## config.mk

```make
export PLATFORM = sky130hd
export DESIGN_NAME = tsc_sync_ctl
export DESIGN_NICKNAME = d
export VERILOG_FILES = /design/src/rtl/tsc_pkg.sv /design/src/rtl/pps_watchdog.sv /design/src/rtl/tsc_sync_ctl.sv
export SDC_FILE = /design/constraint.sdc
export NUM_CORES = 1
export LEC_CHECK = 0
export CORE_ASPECT_RATIO = 0.7
export CORE_MARGIN = 2
export CORE_UTILIZATION = 45
export CTS_CLUSTER_DIAMETER = 50
export DETAILED_ROUTE_END_ITERATION = 6
export HOLD_SLACK_MARGIN = 0.05
export SLEW_MARGIN = 20
export SYNTH_ARGS = -nofsm -noshare
export SYNTH_HDL_FRONTEND = slang
export SYNTH_HIERARCHICAL = 1
export SYNTH_SLANG_ARGS = --single-unit
export TNS_END_PERCENT = 5
```

## constraint.sdc

```tcl
create_clock -name clk -period 10 [get_ports clk]
set_input_delay 1.5 -clock clk [delete_from_list [all_inputs] [get_ports clk]]
set_output_delay 1.5 -clock clk [all_outputs]
set_load 0.02 [all_outputs]
```

## src/rtl/tsc_pkg.sv

```systemverilog
// Shared definitions for the time stamp counter sync controller and the TSC.
package tsc_pkg;

  // clk cycles in one nominal second (100 MHz system clock)
  localparam int unsigned CLKS_PER_SEC = 100000000;

  // Sequencer state codes as seen on sync_state
  typedef enum logic [2:0] {
    ST_DISABLED = 3'd0,
    ST_WAIT_FIX = 3'd1,
    ST_QUALIFY  = 3'd2,
    ST_ARM      = 3'd3,
    ST_SETTLE   = 3'd4,
    ST_TRACK    = 3'd5,
    ST_HOLDOVER = 3'd6
  } sync_state_t;

endpackage

```

## src/rtl/pps_watchdog.sv

```systemverilog
// GPS PPS watchdog: counts clk cycles since the last PPS and flags the
// single cycle on which the count reaches the timeout.
module pps_watchdog #(
  parameter int unsigned TIMEOUT = 150000000
) (
  input  logic clk,
  input  logic rst_n,
  input  logic pps,
  input  logic active,
  output logic expired
);

  localparam logic [27:0] LIMIT   = 28'(TIMEOUT);
  localparam logic [27:0] CNT_MAX = '1;

  logic [27:0] cnt;

  // Cycles since the last PPS; restarts on every PPS and parks at all-ones
  always_ff @(posedge clk or negedge rst_n) begin
    if (!rst_n) begin
      cnt <= '0;
    end else if (pps) begin
      cnt <= '0;
    end else if (cnt != CNT_MAX) begin
      cnt <= cnt + 28'd1;
    end
  end

  assign expired = active && (cnt == LIMIT);

endmodule

```

## src/rtl/tsc_sync_ctl.sv

```systemverilog
// Sequencing controller for the TSC and its phase/frequency detector:
// qualifies the GPS fix, arms TSC realignment, resyncs the PFD, judges
// lock from phase-difference samples and falls back to holdover.
module tsc_sync_ctl #(
  parameter int unsigned CLKS_PER_SEC  = tsc_pkg::CLKS_PER_SEC,
  parameter int unsigned PPS_TIMEOUT   = CLKS_PER_SEC + CLKS_PER_SEC / 2,
  parameter int unsigned FIX_QUAL_SEC  = 10,
  parameter int unsigned SETTLE_TRIG   = 4,
  parameter int unsigned LOCK_THRESH   = 100,
  parameter int unsigned LOCK_CNT      = 8,
  parameter int unsigned UNLOCK_THRESH = 10000
) (
  input  logic        clk,
  input  logic        rst_n,
  input  logic        sw_enable,
  input  logic        sw_resync,
  input  logic        gps_3dfix_d,
  input  logic        gps_1pps_d,
  input  logic        pll_trig,
  input  logic        pfd_status,
  input  logic [31:0] pdiff_1pps,
  output logic        tsc_sync,
  output logic        pfd_resync,
  output logic        locked,
  output logic        holdover,
  output logic [2:0]  sync_state,
  output logic [15:0] resync_cnt
);

  import tsc_pkg::*;

  localparam logic [15:0] QUAL_TGT   = 16'(FIX_QUAL_SEC);
  localparam logic [15:0] SETTLE_TGT = 16'(SETTLE_TRIG);
  localparam logic [15:0] LOCK_TGT   = 16'(LOCK_CNT);
  localparam logic [31:0] LOCK_LIM   = 32'(LOCK_THRESH);
  localparam logic [31:0] UNLOCK_LIM = 32'(UNLOCK_THRESH);
  localparam logic [15:0] RESYNC_MAX = 16'hFFFF;

  // Magnitude of a two's complement phase error; the most negative value
  // has no positive twin, so it is clamped to the largest positive one.
  function automatic logic [31:0] mag_sat(input logic [31:0] v);
    logic [31:0] m;
    if (v == 32'h8000_0000) begin
      m = 32'h7FFF_FFFF;
    end else if (v[31]) begin
      m = ~v + 32'd1;
    end else begin
      m = v;
    end
    return m;
  endfunction

  sync_state_t state, state_nxt;
  logic [15:0] qual_cnt, qual_nxt, qual_inc;
  logic [15:0] settle_cnt, settle_nxt, settle_inc;
  logic [15:0] good_cnt, good_nxt;
  logic        from_ho, from_ho_nxt;
  logic        settle_entry;
  logic        resync_entry;
  logic        gps_lost;
  logic        wd_active;
  logic        wd_expired;
  logic [31:0] pdiff_mag;

  assign wd_active = (state == ST_QUALIFY) || (state == ST_SETTLE) ||
                     (state == ST_TRACK);

  pps_watchdog #(
    .TIMEOUT (PPS_TIMEOUT)
  ) u_wd (
    .clk     (clk),
    .rst_n   (rst_n),
    .pps     (gps_1pps_d),
    .active  (wd_active),
    .expired (wd_expired)
  );

  assign pdiff_mag  = mag_sat(pdiff_1pps);
  assign gps_lost   = !gps_3dfix_d || wd_expired;
  assign qual_inc   = qual_cnt + {15'd0, gps_1pps_d};
  assign settle_inc = settle_cnt + {15'd0, pll_trig};
  assign sync_state = state;

  // Next-state and counter update decisions, global overrides first
  always_comb begin
    state_nxt    = state;
    qual_nxt     = qual_cnt;
    from_ho_nxt  = from_ho;
    settle_nxt   = settle_cnt;
    good_nxt     = good_cnt;
    settle_entry = 1'b0;
    resync_entry = 1'b0;

    if (!sw_enable) begin
      state_nxt = ST_DISABLED;
    end else if (sw_resync && ((state == ST_SETTLE) || (state == ST_TRACK) ||
                               (state == ST_HOLDOVER))) begin
      state_nxt = ST_ARM;
    end else begin
      case (state)
        ST_DISABLED: state_nxt = ST_WAIT_FIX;
        ST_WAIT_FIX: begin
          if (gps_3dfix_d) begin
            state_nxt   = ST_QUALIFY;
            qual_nxt    = '0;
            from_ho_nxt = 1'b0;
          end
        end
        ST_QUALIFY: begin
          qual_nxt = qual_inc;
          if (gps_lost) begin
            state_nxt = ST_WAIT_FIX;
          end else if (qual_inc >= QUAL_TGT) begin
            // Coming back from holdover keeps the free-running TSC phase
            state_nxt = from_ho ? ST_SETTLE : ST_ARM;
          end
        end
        ST_ARM: begin
          if (!gps_3dfix_d) begin
            state_nxt = ST_WAIT_FIX;
          end else if (gps_1pps_d) begin
            state_nxt = ST_SETTLE;
          end
        end
        ST_SETTLE: begin
          settle_nxt = settle_inc;
          if (gps_lost) begin
            state_nxt = ST_HOLDOVER;
          end else if (settle_inc >= SETTLE_TGT) begin
            state_nxt = ST_TRACK;
          end
        end
        ST_TRACK: begin
          if (gps_lost) begin
            state_nxt = ST_HOLDOVER;
          end else if (pll_trig && locked && (pdiff_mag > UNLOCK_LIM)) begin
            state_nxt = ST_ARM;
          end else if (pfd_status) begin
            good_nxt = '0;
          end else if (pll_trig) begin
            if (pdiff_mag <= LOCK_LIM) begin
              good_nxt = (good_cnt >= LOCK_TGT) ? LOCK_TGT : good_cnt + 16'd1;
            end else begin
              good_nxt = '0;
            end
          end
        end
        ST_HOLDOVER: begin
          if (gps_3dfix_d && gps_1pps_d) begin
            state_nxt   = ST_QUALIFY;
            qual_nxt    = 16'd1;
            from_ho_nxt = 1'b1;
          end
        end
        default: state_nxt = ST_DISABLED;
      endcase
    end

    if ((state_nxt == ST_SETTLE) && (state != ST_SETTLE)) begin
      settle_entry = 1'b1;
      settle_nxt   = '0;
      good_nxt     = '0;
    end

    if ((state_nxt == ST_ARM) && ((state == ST_SETTLE) || (state == ST_TRACK) ||
                                  (state == ST_HOLDOVER))) begin
      resync_entry = 1'b1;
    end
  end

  // State, counters and registered outputs
  always_ff @(posedge clk or negedge rst_n) begin
    if (!rst_n) begin
      state      <= ST_DISABLED;
      qual_cnt   <= '0;
      settle_cnt <= '0;
      good_cnt   <= '0;
      from_ho    <= 1'b0;
      tsc_sync   <= 1'b0;
      pfd_resync <= 1'b0;
      locked     <= 1'b0;
      holdover   <= 1'b0;
      resync_cnt <= '0;
    end else begin
      state      <= state_nxt;
      qual_cnt   <= qual_nxt;
      settle_cnt <= settle_nxt;
      good_cnt   <= good_nxt;
      from_ho    <= from_ho_nxt;
      tsc_sync   <= (state_nxt == ST_ARM);
      pfd_resync <= settle_entry;
      locked     <= (state_nxt == ST_TRACK) && (good_nxt == LOCK_TGT);
      holdover   <= (state_nxt == ST_HOLDOVER);
      if (resync_entry && (resync_cnt != RESYNC_MAX)) begin
        resync_cnt <= resync_cnt + 16'd1;
      end
    end
  end

endmodule
```

==> impl_metrics.env <==
export IMPL_outcome="completed"
export IMPL_dp_hpwl_um=13900
export IMPL_htreeDepth=3
export IMPL_syn_area_sq_mm=0.00734
export IMPL_critPathRequiredTime_ns=10.21
export IMPL_cp_depth=13
export IMPL_vias=7004
export IMPL_dieArea_sq_mm=0.0174
export IMPL_grt_met1_usage_pct=38.9
export IMPL_grt_antenna_before_repair=0
export IMPL_hold_viol=0
export IMPL_grt_met2_usage_pct=28.6
export IMPL_post_route_drc_count=0
export IMPL_ys_ff_latch=100
export IMPL_initial_utilization_pct=45.5
export IMPL_fp_coreArea_sq_mm=0.0162
export IMPL_grt_pass1_vias=6193
export IMPL_cts_buffer_depth=2
export IMPL_power_density_mw_per_mm2=121
export IMPL_avgSynthCellArea_sq_um=7.95
export IMPL_crit_family="compound AO/OA/AOI/OAI gates"
export IMPL_cts_repair_resized=0
export IMPL_start_kind="primary input"
export IMPL_drive_gt1_share_pct=5.51
export IMPL_cts_hold_buffers_added=0
export IMPL_worstSetupPathType="in -> reg"
export IMPL_hold_path_depth=1
export IMPL_rows=39
export IMPL_ir_drop_v=0.0000803
export IMPL_finalCritPeriodShare_pct=58.3
export IMPL_hp_class="reg -> reg"
export IMPL_syn_nets=974
export IMPL_crit_chain="clkdlybuf4s50_1 -> inv_1 -> ha_1 -> or3b_2 -> nor4_1 -> nand3_1 -> mux2i_1 -> a221oi_1 -> nand3_1 -> o31a_1 -> a211o_1 -> o22ai_2 -> nor2_1"
export IMPL_die_h_um=111
export IMPL_synth_cells=924
export IMPL_ant_nets=0
export IMPL_slew_viol_final=0
export IMPL_critPathMaxFanout=17
export IMPL_setup_viol=0
export IMPL_nFillCells=1538
export IMPL_io_buffers=62
export IMPL_fin_worst_skew_ns=0.00952
export IMPL_wl_um=19300
export IMPL_areaGrowthSynthToFinish_pct=14.4
export IMPL_clk_pin_slew_ns=0.07
export IMPL_rsz0062_at_grt="no"
export IMPL_overflow=0
export IMPL_cts_sinks=100
export IMPL_synth_top_flop_cell="dfrtp_1"
export IMPL_post_cts_buffers=0
export IMPL_io_pins=63
export IMPL_crit_arrival_ns=6.04
export IMPL_first_pass_iters=5
export IMPL_tns_ns=0
export IMPL_p_leak_nw=3.18
export IMPL_wl_per_cell_um=16.3
export IMPL_root_buffer="clkbuf_16"
export IMPL_cpPeakStageDelay_ns=0.58
export IMPL_p_seq_share_pct=45.1
export IMPL_num_antenna_cells=0
export IMPL_synth_edf_count=0
export IMPL_p_switching_uw=289
export IMPL_maxCapViolations=0
export IMPL_cts_tree="built"
export IMPL_r2r_cells=11
export IMPL_grt_max_degree=80
export IMPL_gp_congestion=0.864
export IMPL_post_route_util_pct=52.0
export IMPL_crit_path_frequent_cell="nand3_1"
export IMPL_dp_cells=1172
export IMPL_vias_per_cell=5.90
export IMPL_die_width_um=157
export IMPL_ys_warn_count=6
export IMPL_synthDistinctLibCells=75
export IMPL_pwr_share_clk_pct=37.9
export IMPL_clock_latency_ns=0.35
export IMPL_grt_first_pass_wirelength_um=32500
export IMPL_fmax_mhz=172
export IMPL_p_int_uw=726
export IMPL_drt_iter0_markers=689
export IMPL_cp_end_kind="flop"
export IMPL_cts_buffers=9
export IMPL_grt_busiest_layer="met1"
export IMPL_worst_path_max_delay_cell="clkdlybuf4s50_1"
export IMPL_switching_share_pct=28.5
export IMPL_power_frac_comb_pct=17.0
export IMPL_ys_seq_area_share_pct=34.1
export IMPL_slew_headroom_pct=42.1
export IMPL_grt_usage_pct=22.9
export IMPL_final_cells=1187
export IMPL_met3_usage_pct=5.32
export IMPL_critPathBufInv=2
export IMPL_async_flop_share_pct=100
export IMPL_min_period_ns=5.83
export IMPL_worst_pin_slew_ns=0.860
export IMPL_nNetsFinal=1008
-- power groups by stage --
stage / registers (mW) / clock network, mW / logic [mW]
CTS: 0.458 / 0.395 / 0.172
detailed placement: 0.465 / 0 / 0.171
finish: 0.458 / 0.385 / 0.172
global route: 0.462 / 0.411 / 0.195
floorplan: 0.459 / 0 / 0.112
global placement: 0.465 / 0 / 0.172
-- worst register-to-register path: stages, from the launching register on --
cell,delay [ns]
dfrtp_1,0.38
ha_1,0.20
nand3_1,0.23
nor4_1,0.55
nand4_1,0.32
mux2_2,0.35
o32ai_1,0.26
a31oi_1,0.23
a21oi_1,0.39
clkinv_1,0.38
nand3_1,0.24
mux2_2,0.35
-- per-stage QoR --
step                area (sq um)  hold WS, ns  power, mW  worst slack, ns
detailed placement          8080        0.483      0.636             3.84
floorplan                   7340        0.453      0.571             5.06
global route                8400        0.521       1.07             3.82
finish                      8400        0.504       1.02             4.17
CTS                         8400        0.507       1.02             4.20
global placement            8080        0.472      0.637             3.98
-- sequential cells by signal, summed over array words and instances (netlist names), 3 cells and up --
name,cells
resync_cnt,16
good_cnt,16
settle_cnt,16
sync_state,3
u_wd/cnt,28
qual_cnt,16
-- layer usage --
metal	share of wire, %	up-vias
li1	-	3491
met1	55	3283
met2	37	219
met3	7.0	11
met4	0.64	0
met5	0	-
-- area by class of cell --
class                           count  area [sq um]  area share, %
Clock inverter                      5          85.1           1.01
Sequential cell                   100          2500           29.8
Timing Repair Buffer               69           674           8.03
Multi-Input combinational cell    737          4470           53.2
Inverter                           41           154           1.83
Tap cell                          225           282           3.35
Clock buffer                       10           239           2.84
-- layout by cell type, fill, tap and decap left out, types with 6 or more instances in the layout --
cell / Yosys / final
a211o_1: 6 / 6
nand2b_1: 11 / 11
nor3_1: 50 / 50
or3_1: 16 / 16
clkbuf_16: 0 / 9
or4_1: 11 / 11
clkdlybuf4s50_1: 0 / 61
mux2i_1: 8 / 8
buf_4: 0 / 7
a31oi_1: 12 / 12
dfrtp_1: 100 / 100
nand4_1: 28 / 28
nor4_1: 31 / 31
and2_1: 13 / 13
nor2_1: 100 / 100
nand2_1: 78 / 78
a211oi_1: 7 / 7
inv_1: 39 / 39
o2111ai_1: 6 / 6
o21ai_0: 61 / 61
nor2b_1: 7 / 7
or2_2: 7 / 7
o211ai_1: 11 / 11
ha_1: 10 / 10
xor2_1: 15 / 15
a21oi_1: 50 / 50
and3_1: 16 / 16
nand3_1: 53 / 53
xnor2_1: 31 / 31
o31ai_1: 11 / 11
-- final timing paths --
| check | start | end | slack, ns |
|---|---|---|---|
| setup / recovery | pdiff_1pps[0] | good_cnt[8]$_DFF_PN0_ | 4.17 |
| hold / removal | resync_cnt[6]$_DFFE_PN0P_ | resync_cnt[6]$_DFFE_PN0P_ | 0.50 |
| setup reg to reg | settle_cnt[0]$_DFFE_PN0P_ | resync_cnt[1]$_DFFE_PN0P_ | 6.00 |
| hold reg to reg | resync_cnt[6]$_DFFE_PN0P_ | resync_cnt[6]$_DFFE_PN0P_ | 0.50 |
| max in group asynchronous | rst_n | resync_cnt[3]$_DFFE_PN0P_ | 7.96 |
| min in group asynchronous | rst_n | settle_cnt[8]$_DFFE_PN0P_ | 1.04 |
-- synth_stat cells (5+ instances only) --
cell type / number / area [sq um]
dfrtp_1: 100 / 2500
nor2_1: 100 / 375
nand2_1: 78 / 293
o21ai_0: 61 / 305
nand3_1: 53 / 265
a21oi_1: 50 / 250
nor3_1: 50 / 250
inv_1: 39 / 146
clkbuf_1: 34 / 128
nor4_1: 31 / 194
xnor2_1: 31 / 272
nand4_1: 28 / 175
and3_1: 16 / 100
or3_1: 16 / 100
xor2_1: 15 / 131
and2_1: 13 / 81.3
a31oi_1: 12 / 75.1
nand2b_1: 11 / 68.8
o211ai_1: 11 / 82.6
o31ai_1: 11 / 82.6
or4_1: 11 / 82.6
ha_1: 10 / 125
mux2i_1: 8 / 80.1
a211oi_1: 7 / 52.6
nor2b_1: 7 / 43.8
or2_2: 7 / 43.8
a211o_1: 6 / 52.6
o2111ai_1: 6 / 52.6
buf_2: 5 / 25.0
mux2_2: 5 / 56.3
o41ai_1: 5 / 43.8
-- logic make-up (layout without fill, tap and decap cells) --
group,after synthesis,count (layout),synth area share [%]
AND/OR/NAND/NOR,448,448,32.0
AO/OA/AOI/OAI,220,220,19.8
flip-flops,100,100,34.1
buffers and inverters,87,125,5.09
XOR/XNOR,46,46,5.49
multiplexers,13,13,1.86
adder cells (fa/ha/maj),10,10,1.70
Power figures use the tool's default switching activity.
